**src/rtl/mem_slot_arbiter.sv**
```systemverilog
// rtl/mem_slot_arbiter.sv - phase-slotted IF/data arbiter for a single-ported unified memory
module mem_slot_arbiter #(
  parameter int ADDR_W = 32,
  parameter int MEM_AW = 10,
  parameter int BORROW = 0
) (
  input  logic              clk,
  input  logic              rst,
  input  logic              phase,
  input  logic              if_req,
  input  logic [ADDR_W-1:0] if_addr,
  output logic [31:0]       if_rdata,
  output logic              if_valid,
  output logic              if_stall,
  input  logic              d_req,
  input  logic              d_we,
  input  logic [3:0]        d_be,
  input  logic [ADDR_W-1:0] d_addr,
  input  logic [31:0]       d_wdata,
  output logic [31:0]       d_rdata,
  output logic              d_valid,
  output logic              d_stall,
  output logic              mem_en,
  output logic              mem_we,
  output logic [3:0]        mem_be,
  output logic [MEM_AW-1:0] mem_addr,
  output logic [31:0]       mem_wdata,
  input  logic [31:0]       mem_rdata,
  input  logic              mem_ready
);

  typedef enum logic [1:0] {IDLE, BUSY_IF, BUSY_D} state_t;

  localparam bit BORROW_EN = (BORROW != 0);

  state_t            state_q, state_d;
  logic [MEM_AW-1:0] lat_addr_q, lat_addr_d;
  logic              lat_we_q, lat_we_d;
  logic [3:0]        lat_be_q, lat_be_d;
  logic [31:0]       lat_wdata_q, lat_wdata_d;
  logic              if_valid_q, if_valid_d;
  logic              d_valid_q, d_valid_d;
  logic [31:0]       if_rdata_q, if_rdata_d;
  logic [31:0]       d_rdata_q, d_rdata_d;

  logic idle, busy, grant_if, grant_d, if_done, d_done;

  // Byte-offset and out-of-range address bits are deliberately dropped.
  logic unused_addr_bits;
  assign unused_addr_bits = ^{if_addr[1:0], if_addr[ADDR_W-1:MEM_AW+2],
                              d_addr[1:0], d_addr[ADDR_W-1:MEM_AW+2]};

  // Slot grant: the phase owner wins; the other side may borrow an empty slot.
  always_comb begin
    idle     = (state_q == IDLE);
    busy     = (state_q == BUSY_IF) || (state_q == BUSY_D);
    grant_if = idle & (phase ? if_req : (BORROW_EN & if_req & ~d_req));
    grant_d  = idle & (~phase ? d_req : (BORROW_EN & d_req & ~if_req));
    if_done  = mem_ready & (grant_if | (state_q == BUSY_IF));
    d_done   = mem_ready & (grant_d | (state_q == BUSY_D));
    if_stall = if_req & ~if_done;
    d_stall  = d_req & ~d_done;
  end

  // Memory request mux: latched fields while busy, otherwise the granted side.
  always_comb begin
    mem_en    = ~rst & (busy | grant_if | grant_d);
    mem_we    = 1'b0;
    mem_be    = 4'h0;
    mem_addr  = '0;
    mem_wdata = 32'h0;
    if (busy) begin
      mem_we    = lat_we_q;
      mem_be    = lat_be_q;
      mem_addr  = lat_addr_q;
      mem_wdata = lat_wdata_q;
    end else if (grant_if) begin
      mem_be    = 4'hF;
      mem_addr  = if_addr[MEM_AW+1:2];
    end else if (grant_d) begin
      mem_we    = d_we;
      mem_be    = d_be;
      mem_addr  = d_addr[MEM_AW+1:2];
      mem_wdata = d_wdata;
    end
  end

  // Next-state: latch a stalled grant, capture read data on completion.
  always_comb begin
    state_d     = state_q;
    lat_addr_d  = lat_addr_q;
    lat_we_d    = lat_we_q;
    lat_be_d    = lat_be_q;
    lat_wdata_d = lat_wdata_q;
    if_valid_d  = if_done;
    d_valid_d   = d_done;
    if_rdata_d  = if_done ? mem_rdata : if_rdata_q;
    d_rdata_d   = (d_done & ~mem_we) ? mem_rdata : d_rdata_q;
    if ((grant_if | grant_d) & ~mem_ready) begin
      state_d     = grant_if ? BUSY_IF : BUSY_D;
      lat_addr_d  = mem_addr;
      lat_we_d    = mem_we;
      lat_be_d    = mem_be;
      lat_wdata_d = mem_wdata;
    end else if (busy & mem_ready) begin
      state_d = IDLE;
    end
  end

  // State and output registers; reset abandons any outstanding access.
  always_ff @(posedge clk) begin
    if (rst) begin
      state_q     <= IDLE;
      lat_addr_q  <= '0;
      lat_we_q    <= 1'b0;
      lat_be_q    <= 4'h0;
      lat_wdata_q <= 32'h0;
      if_valid_q  <= 1'b0;
      d_valid_q   <= 1'b0;
      if_rdata_q  <= 32'h0;
      d_rdata_q   <= 32'h0;
    end else begin
      state_q     <= state_d;
      lat_addr_q  <= lat_addr_d;
      lat_we_q    <= lat_we_d;
      lat_be_q    <= lat_be_d;
      lat_wdata_q <= lat_wdata_d;
      if_valid_q  <= if_valid_d;
      d_valid_q   <= d_valid_d;
      if_rdata_q  <= if_rdata_d;
      d_rdata_q   <= d_rdata_d;
    end
  end

  assign if_valid = if_valid_q;
  assign d_valid  = d_valid_q;
  assign if_rdata = if_rdata_q;
  assign d_rdata  = d_rdata_q;

endmodule

```
**config.mk**
```make
export PLATFORM = sky130hd
export DESIGN_NAME = mem_slot_arbiter
export DESIGN_NICKNAME = d
export VERILOG_FILES = /design/src/rtl/mem_slot_arbiter.sv
export SDC_FILE = /design/constraint.sdc
export NUM_CORES = 1
export LEC_CHECK = 0
export ABC_AREA = 1
export BUFFER_PORTS_ARGS = -buffer_cell sky130_fd_sc_hd__buf_2
export CAP_MARGIN = 20
export CORE_MARGIN = 10
export CORE_UTILIZATION = 35
export CTS_CLUSTER_SIZE = 8
export DETAILED_ROUTE_END_ITERATION = 10
export GPL_TIMING_DRIVEN = 0
export MAX_ROUTING_LAYER = met4
export PLACE_DENSITY = 0.64
export SLEW_MARGIN = 40
export SYNTH_ARGS = -nofsm -noshare
export SYNTH_HDL_FRONTEND = slang
export SYNTH_SLANG_ARGS = --single-unit
```
**constraint.sdc**
```tcl
create_clock -name clk -period 3.3 [get_ports clk]
set_input_delay 0.33 -clock clk [delete_from_list [all_inputs] [get_ports clk]]
set_output_delay 0.33 -clock clk [all_outputs]
set_load 0.01 [all_outputs]
```
==> results of run 1 <==
-- where the power goes --
part           leakage [nW]  switching, mW  internal [mW]
logic                  2.46          0.425          0.271
registers             0.943         0.0498           1.50
clock network         0.313          0.632           1.40
total                  3.72           1.11           3.17
-- Yosys cell counts --
cell type	n	area, um^2
inv_2	3	11.3
ha_1	3	37.5
nor2_1	90	338
inv_1	78	293
a21oi_2	2	17.5
clkbuf_1	17	63.8
o21ai_2	4	35.0
a21boi_0	10	75.1
dfxtp_1	115	2300
o21ai_1	23	115
nor2_2	1	6.26
buf_4	9	67.6
buf_6	8	90.1
nand2_1	86	323
nor2_4	1	11.3
nand3_1	46	230
o21ai_0	67	335
a21oi_1	71	355
nand3_2	1	10.0
buf_2	24	120
and2_1	32	200
nand4_1	33	206
nand2_2	3	18.8
-- logic make-up after synthesis --
family,after synthesis
adder cells (fa/ha/maj),3
AO/OA/AOI/OAI,177
buffers and inverters,139
flip-flops,115
AND/OR/NAND/NOR,293
-- registers in the layout (all words and copies together), names as in the netlist --
register and count:
d_valid 1, lat_addr_q 10, lat_be_q 4, d_rdata 32
lat_we_q 1, if_valid 1, state_q 2, if_rdata 32
lat_wdata_q 32
-- tightest hold or removal path: cells and delay by family --
| kind | cells | cell delay [ns] |
|---|---|---|
| compound gates | 1 | 0.10 |
| buf+inv | 2 | 0.12 |
-- layout make-up --
| class | instances | area, um^2 |
|---|---|---|
| clock buffer | 23 | 478 |
| sequential | 115 | 2300 |
| timing repair buffer | 210 | 1050 |
| fill | 1493 | 7440 |
| tap | 184 | 230 |
| clock inverter | 9 | 175 |
| inverter | 81 | 304 |
| buffer | 58 | 342 |
| antenna | 1 | 2.50 |
| multi-input combinational | 473 | 2310 |
-- worst paths after layout --
path | startpoint | endpoint | slack (ns) | depth (start not counted)
max | state_q[0]$_SDFFE_PP0P_ | mem_wdata[5] | 0.71 | 10
min | mem_rdata[28] | if_rdata[28]$_SDFFE_PP0P_ | 0.17 | 3
max reg2reg | state_q[0]$_SDFFE_PP0P_ | d_rdata[4]$_SDFFE_PP0P_ | 1.37 | 9
min reg2reg | d_rdata[16]$_SDFFE_PP0P_ | d_rdata[16]$_SDFFE_PP0P_ | 0.47 | 2
-- metrics by stage --
step	std cells	utilization	area [um^2]
floorplan	727	-	5260
finish	1154	0.492	7200
detailed placement	1121	0.447	6540
CTS	1153	0.491	7200
global placement	1121	0.447	6540
global route	1153	0.491	7200
-- routing by layer --
metal | up-vias | part of all wire | wire length [um]
met5 | - | 0 | 0
met1 | 2558 | 0.45 | 8130
met4 | 0 | 0.021 | 375
li1 | 2839 | - | -
met2 | 155 | 0.48 | 8660
met3 | 25 | 0.052 | 933
-- placed cells by master, fill, tap and decap left out --
master / n
nand2_2: 3
nand4_1: 33
dfxtp_1: 115
nor2_4: 1
clkbuf_1: 20
a21oi_2: 2
nand2_1: 86
inv_1: 78
o21ai_2: 4
clkbuf_16: 17
clkbuf_8: 3
buf_2: 234
nand3_1: 46
bufinv_16: 5
buf_6: 8
and2_1: 32
o21ai_0: 67
clkinv_2: 2
clkinvlp_4: 2
nand3_2: 1
nor2_2: 1
nor2_1: 90
a21oi_1: 71
a21boi_0: 10
diode_2: 1
inv_2: 3
o21ai_1: 23
ha_1: 3
buf_4: 9
==> flow_metrics.env, run 1 <==
export IMPL_cp_num_buf_inv=7
export IMPL_worstPathMaxFanout=10
export IMPL_cts_clk_slew_worst_paths_ns=0.06
export IMPL_hpwlAfterDp_um=13900
export IMPL_tightest_slew_ns=0.481
export IMPL_syn_area_mm2=0.00526
export IMPL_syn_num_nets=869
export IMPL_fp_dieW_um=143
export IMPL_vias=5577
export IMPL_slowest_stage="dfxtp_1"
export IMPL_antenna_found_initial=0
export IMPL_synth_warnings=0
export IMPL_grt_use_met1=0.216
export IMPL_clkLatencyLatePin_ns=0.41
export IMPL_ios=255
export IMPL_die_area_mm2=0.0203
export IMPL_routed_wirelength_um=18100
export IMPL_tns_ns=0
export IMPL_place_congestion=0.829
export IMPL_ys_seq_elements=115
export IMPL_rows=44
export IMPL_total_power_mw=4.27
export IMPL_grt_pass1_vias=5469
export IMPL_synthAdderAreaFrac=0.00713
export IMPL_numClockSinks=115
export IMPL_hold_buffers=0
export IMPL_ys_seq_area_frac=0.437
export IMPL_gr_total_overflow=0
export IMPL_synth_top_family_by_area="simple AND/OR/NAND/NOR gates"
export IMPL_drtAntennaViolNets=0
export IMPL_slew_headroom=0.679
export IMPL_die_y_um=143
export IMPL_routed_via_density=4.83
export IMPL_path_class="register to output pin"
export IMPL_synth_xor_area_frac=0
export IMPL_grt_pass1_wl_um=27800
export IMPL_grt_util_met3=0.0411
export IMPL_syn_inst=727
export IMPL_cts_resized=0
export IMPL_nNetsFinal=1098
export IMPL_p_per_area_mw_per_mm2=593
export IMPL_drive_above_1_share=0.304
export IMPL_pre_cts_ws_ns=1.13
export IMPL_cp_cell_sequence="inv_1, ha_1, buf_4, inv_2, buf_4, buf_2, nand3_1, and2_1, inv_1, buf_2"
export IMPL_root_buffer="clkbuf_16"
export IMPL_finalSetupViolations=0
export IMPL_maxCapViolations=0
export IMPL_end_kind="output pin"
export IMPL_ctsLongestPathBuffers=2
export IMPL_critPathRequiredTime_ns=2.97
export IMPL_ctsHtreeMaxLevel=4
export IMPL_setup_ws_ns=0.711
export IMPL_synthMuxAreaShare=0
export IMPL_io_buffer_count=210
export IMPL_initialDrtViolationCount=287
export IMPL_finClkSkew_ns=0.00858
export IMPL_synth_simple_gate_area_frac=0.255
export IMPL_drc=0
export IMPL_grt_max_degree=17
export IMPL_critical_path_arrival_ns=2.26
export IMPL_p_leak_nw=3.72
export IMPL_grt_usage=0.178
export IMPL_start_kind="register"
export IMPL_grt_use_met2=0.282
export IMPL_cpLargestDelayFamily="buffers and inverters"
export IMPL_max_clock_freq_mhz=386
export IMPL_fin_hold_ws_ns=0.173
export IMPL_period_share=0.785
export IMPL_top_usage_layer="met2"
export IMPL_status="finished clean"
export IMPL_synth_cell_types=23
export IMPL_grt_setup_unrepaired="no"
export IMPL_slew_viol_final=0
export IMPL_layout_min_cycle_time_ns=2.59
export IMPL_area_delta_synth_final_pct=36.8
export IMPL_post_cts_buffers=0
export IMPL_core_area_mm2=0.0146
export IMPL_numCtsBuffers=17
export IMPL_drtPass1Iterations=4
export IMPL_hp_class="primary input to register"
export IMPL_ir_worst_vdd_mv=0.334
export IMPL_cts_tree="done"
export IMPL_wl_per_cell_um=15.7
export IMPL_synth_compound_area_frac=0.177
export IMPL_hold_viol_final=0
export IMPL_synth_avg_cell_area_um2=7.24
export IMPL_crit_path_max_incr_delay_ns=0.35
export IMPL_initial_core_util=0.359
(Power assumes the default switching activity.)
==> inputs of run 2 (changes only) <==
==> constraint.sdc (replaced) <==
create_clock -name clk -period 2.47 [get_ports clk]
set_input_delay 0.247 -clock clk [delete_from_list [all_inputs] [get_ports clk]]
set_output_delay 0.247 -clock clk [all_outputs]
set_load 0.01 [all_outputs]
==> flow_metrics.env, run 2 (synthesized netlist as in run 1, its figures left out) <==
export IMPL_final_common_cell="buf_2"
export IMPL_dpl_instance_area_mm2=0.00654
export IMPL_cts_tree="done"
export IMPL_layout_min_cycle_time_ns=2.41
export IMPL_final_cell_mix="buf_2 (225), dfxtp_1 (115), nor2_1 (90)"
export IMPL_fillCellCount=1494
export IMPL_rr_endpoint="d_rdata[4]$_SDFFE_PP0P_"
export IMPL_min_delay_start="mem_rdata[28]"
export IMPL_crit_path_end="mem_addr[7]"
export IMPL_period_share=0.977
export IMPL_p_leak_nw=3.75
export IMPL_fin_hold_ws_ns=0.0873
export IMPL_ir_worst_vdd_mv=0.448
export IMPL_ctsLongestPathBuffers=2
export IMPL_path_class="register to output pin"
export IMPL_grt_max_degree=17
export IMPL_fin_cells=1156
export IMPL_p_sw_frac=0.259
export IMPL_drive_above_1_share=0.306
export IMPL_critPathRequiredTime_ns=2.22
export IMPL_gr_total_overflow=0
export IMPL_post_route_cell_area_mm2=0.00727
export IMPL_wl_per_cell_um=15.7
export IMPL_setup_worst_path_start="state_q[0]$_SDFFE_PP0P_"
export IMPL_routed_wirelength_um=18200
export IMPL_numClockSinks=115
export IMPL_maxCapViolations=0
export IMPL_switchingPower_mw=1.49
export IMPL_tightest_slew_ns=0.473
export IMPL_slew_viol_final=0
export IMPL_nNetsFinal=1100
export IMPL_grt_pass1_vias=5465
export IMPL_setup_ws_ns=0.0572
export IMPL_die_y_um=143
export IMPL_placed_cells=1121
export IMPL_pre_cts_ws_ns=0.381
export IMPL_grt_setup_unrepaired="yes"
export IMPL_routed_via_density=4.85
export IMPL_hp_class="primary input to register"
export IMPL_drtPass1Iterations=4
export IMPL_finalSetupViolations=0
export IMPL_status="finished clean"
export IMPL_slowest_stage="dfxtp_1"
export IMPL_hold_buffers=0
export IMPL_rows=44
export IMPL_finClkSkew_ns=0.00820
export IMPL_cts_clk_slew_worst_paths_ns=0.06
export IMPL_core_area_mm2=0.0146
export IMPL_clkLatencyLatePin_ns=0.41
export IMPL_hpwlAfterDp_um=13900
export IMPL_crit_path_max_incr_delay_ns=0.35
export IMPL_drc=0
export IMPL_multi_input_area_mm2=0.00231
export IMPL_root_buffer="clkbuf_16"
export IMPL_area_delta_synth_final_pct=38.1
export IMPL_ctsHtreeMaxLevel=4
export IMPL_p_per_area_mw_per_mm2=790
export IMPL_grt_pass1_wl_um=27800
export IMPL_comb_power_share=0.168
export IMPL_fp_dieW_um=143
export IMPL_reg2reg_slack_ns=0.53
export IMPL_p_clk_frac=0.472
export IMPL_worstPathMaxFanout=10
export IMPL_drtAntennaViolNets=0
export IMPL_end_kind="output pin"
export IMPL_grt_usage=0.178
export IMPL_seqPwrFrac=0.360
export IMPL_numCtsBuffers=17
export IMPL_max_clock_freq_mhz=414
export IMPL_die_area_mm2=0.0203
export IMPL_antenna_found_initial=0
export IMPL_hold_viol_final=0
export IMPL_place_congestion=0.829
export IMPL_critical_path_arrival_ns=2.17
export IMPL_cp_cell_sequence="inv_1, ha_1, buf_4, inv_2, nand2_1, inv_4, buf_6, nand3_1, o21ai_1, buf_2"
export IMPL_vias=5606
export IMPL_r2r_cells=9
export IMPL_p_int_mw=4.25
export IMPL_initialDrtViolationCount=293
export IMPL_regArea_mm2=0.00230
export IMPL_ios=255
export IMPL_start_kind="register"
export IMPL_io_buffer_count=210
export IMPL_r2r_start="state_q[0]$_SDFFE_PP0P_"
export IMPL_initial_core_util=0.359
export IMPL_slew_headroom=0.685
export IMPL_total_power_mw=5.74
==> run 2: power groups by stage <==
| stage | combinational (mW) | clock (mW) | sequential [mW] |
|---|---|---|---|
| final | 0.963 | 2.71 | 2.07 |
| after floorplan | 0.517 | 0 | 2.13 |
| after global routing | 1.07 | 2.86 | 2.08 |
| after detailed placement | 0.940 | 0 | 2.10 |
| after CTS | 0.949 | 2.76 | 2.07 |
| after global placement | 0.933 | 0 | 2.10 |
==> run 2: how the worst min path moves through the flow <==
stage / endpoint / cells past startpoint
after floorplan: state_q[0]$_SDFFE_PP0P_ / 1
after global placement: d_rdata[19]$_SDFFE_PP0P_ / 2
after detailed placement: d_rdata[27]$_SDFFE_PP0P_ / 2
after CTS: if_rdata[31]$_SDFFE_PP0P_ / 3
after global routing: if_rdata[4]$_SDFFE_PP0P_ / 3
final: if_rdata[28]$_SDFFE_PP0P_ / 3
==> run 2: metrics by stage <==
stage | TNS, ns | utilization
floorplan | 0 | -
global placement | 0 | 0.447
global route | -0.0749 | 0.496
finish | 0 | 0.496
detailed placement | 0 | 0.447
CTS | -0.320 | 0.492
==> run 2: critical path: cells and delay by family, from the launching register on <==
family / cells / cell delay (ns)
compound gates: 1 / 0.14
fa+ha+maj: 1 / 0.28
buf+inv: 6 / 0.80
flops: 1 / 0.35
simple gates: 2 / 0.18
==> run 2: routing by layer <==
metal	GRT usage	up-vias	part of all wire
met5	-	-	0
met4	0.0717	0	0.020
met3	0.0411	23	0.050
met2	0.282	161	0.48
met1	0.215	2580	0.45
li1	-	2842	-
==> run 2: layout make-up <==
type	instances	area share
antenna	1	0.000344
buffer	58	0.0542
clock buffer	23	0.0657
clock inverter	9	0.0241
inverter	81	0.0422
multi-input combinational	473	0.318
sequential	115	0.317
tap	184	0.0317
timing repair buffer	212	0.147
==> run 2: repair_timing <==
item                                    in CTS  in global routing
resized for setup                            5                 21
setup buffers                                0                  2
cloned                                       0                  0
endpoints found under the setup margin      31                 46
==> inputs of run 3 (changes only) <==
--- a/config.mk
+++ b/config.mk
@@ -13,7 +13,6 @@
 export CTS_CLUSTER_SIZE = 8
 export DETAILED_ROUTE_END_ITERATION = 10
 export GPL_TIMING_DRIVEN = 0
-export MAX_ROUTING_LAYER = met4
 export PLACE_DENSITY = 0.64
 export SLEW_MARGIN = 40
 export SYNTH_ARGS = -nofsm -noshare
==> flow_metrics.env, run 3 (synthesized netlist as in run 1, its figures left out) <==
export IMPL_end_kind="output pin"
export IMPL_numCtsBuffers=17
export IMPL_initial_core_util=0.359
export IMPL_grt_use_met2=0.281
export IMPL_drc=0
export IMPL_gr_total_overflow=0
export IMPL_io_buffer_count=210
export IMPL_dpl_instance_area_mm2=0.00654
export IMPL_grt_usage=0.173
export IMPL_finClkSkew_ns=0.00847
export IMPL_r2r_start="state_q[0]$_SDFFE_PP0P_"
export IMPL_fin_cells=1156
export IMPL_grt_pass1_wl_um=27900
export IMPL_p_per_area_mw_per_mm2=790
export IMPL_tightest_slew_ns=0.471
export IMPL_vias=5598
export IMPL_fp_dieW_um=143
export IMPL_final_common_cell="buf_2"
export IMPL_routed_via_density=4.84
export IMPL_start_kind="register"
export IMPL_grt_max_degree=17
export IMPL_reg2reg_slack_ns=0.54
export IMPL_cp_num_buf_inv=6
export IMPL_place_congestion=0.820
export IMPL_cts_tree="done"
export IMPL_cp_cell_sequence="inv_1, ha_1, buf_4, inv_2, nand2_1, inv_4, buf_6, nand3_1, o21ai_1, buf_2"
export IMPL_initialDrtViolationCount=268
export IMPL_hold_viol_final=0
export IMPL_grt_util_met3=0.0498
export IMPL_placed_cells=1121
export IMPL_cts_clk_slew_worst_paths_ns=0.06
export IMPL_tns_ns=0
export IMPL_rows=44
export IMPL_status="finished clean"
export IMPL_slowest_stage="dfxtp_1"
export IMPL_wl_per_cell_um=15.7
export IMPL_setup_worst_path_start="state_q[0]$_SDFFE_PP0P_"
export IMPL_numClockSinks=115
export IMPL_nNetsFinal=1100
export IMPL_cpLargestDelayFamily="buffers and inverters"
export IMPL_clkLatencyLatePin_ns=0.41
export IMPL_drive_above_1_share=0.306
export IMPL_slew_viol_final=0
export IMPL_ctsHtreeMaxLevel=4
export IMPL_total_power_mw=5.74
export IMPL_maxCapViolations=0
export IMPL_crit_path_max_incr_delay_ns=0.35
export IMPL_grt_use_met1=0.210
export IMPL_root_buffer="clkbuf_16"
export IMPL_finalSetupViolations=0
export IMPL_routed_wirelength_um=18100
export IMPL_post_route_cell_area_mm2=0.00727
export IMPL_drtAntennaViolNets=0
export IMPL_core_area_mm2=0.0146
export IMPL_antenna_found_initial=0
export IMPL_grt_pass1_vias=5454
export IMPL_area_delta_synth_final_pct=38.1
export IMPL_ios=255
export IMPL_hpwlAfterDp_um=13900
export IMPL_period_share=0.975
export IMPL_drtPass1Iterations=4
export IMPL_final_cell_mix="buf_2 (225), dfxtp_1 (115), nor2_1 (90)"
export IMPL_worstPathMaxFanout=10
export IMPL_fin_hold_ws_ns=0.0888
export IMPL_max_clock_freq_mhz=415
export IMPL_min_delay_start="mem_rdata[28]"
export IMPL_path_class="register to output pin"
export IMPL_critPathRequiredTime_ns=2.22
export IMPL_die_area_mm2=0.0203
export IMPL_layout_min_cycle_time_ns=2.41
export IMPL_slew_headroom=0.686
export IMPL_hold_buffers=0
export IMPL_ir_worst_vdd_mv=0.448
export IMPL_top_usage_layer="met2"
export IMPL_ctsLongestPathBuffers=2
export IMPL_critical_path_arrival_ns=2.16
export IMPL_p_leak_nw=3.75
export IMPL_grt_setup_unrepaired="yes"
export IMPL_hp_class="primary input to register"
export IMPL_die_y_um=143
==> run 3: cell counts in the layout (fill, tap and decap cells not counted) <==
No cell type changed its count.
==> run 3: worst register-to-register path, delay by kind of cell (launching register included) <==
kind | cells | cell delay, ns
fa+ha+maj | 1 | 0.29
buf+inv | 3 | 0.47
flops | 1 | 0.35
simple gates | 5 | 0.77
==> run 3: area by class of cell <==
type	count	area (um^2)
Clock buffer	23	478
Antenna cell	1	2.50
Inverter	81	307
Fill cell	1494	7370
Sequential cell	115	2300
Clock inverter	9	175
Tap cell	184	230
Multi-Input combinational cell	473	2310
Timing Repair Buffer	212	1070
Buffer	58	394
==> run 3: per-layer routing <==
| layer | vias up | wire length [um] |
|---|---|---|
| met5 | - | 0 |
| met4 | 0 | 366 |
| met3 | 23 | 1090 |
| met2 | 166 | 8670 |
| met1 | 2566 | 8010 |
| li1 | 2843 | - |
==> run 3: report_power, final <==
group	leakage, nW	switching [mW]	internal [mW]
combinational	2.49	0.576	0.387
sequential	0.943	0.0660	2.00
clock	0.313	0.849	1.87
total	3.75	1.49	4.25
==> run 3: through the flow <==
step	utilization	setup WS (ns)
finish	0.496	0.0605
global route	0.496	-0.0575
CTS	0.492	-0.0359
detailed placement	0.447	0.381
global placement	0.447	0.389
floorplan	-	0.741
==> run 3: path summary, 6_finish.rpt <==
check | endpoint | depth (start not counted)
hold reg to reg | d_rdata[16]$_SDFFE_PP0P_ | 2
setup reg to reg | d_rdata[4]$_SDFFE_PP0P_ | 9
hold / removal | if_rdata[28]$_SDFFE_PP0P_ | 3
setup / recovery | mem_addr[7] | 10
==> run 3: what timing repair did <==
action	CTS	global route
endpoints found under the setup margin	31	46
endpoints found under the hold margin	0	0
gates resized for setup	5	21
setup buffers	0	2
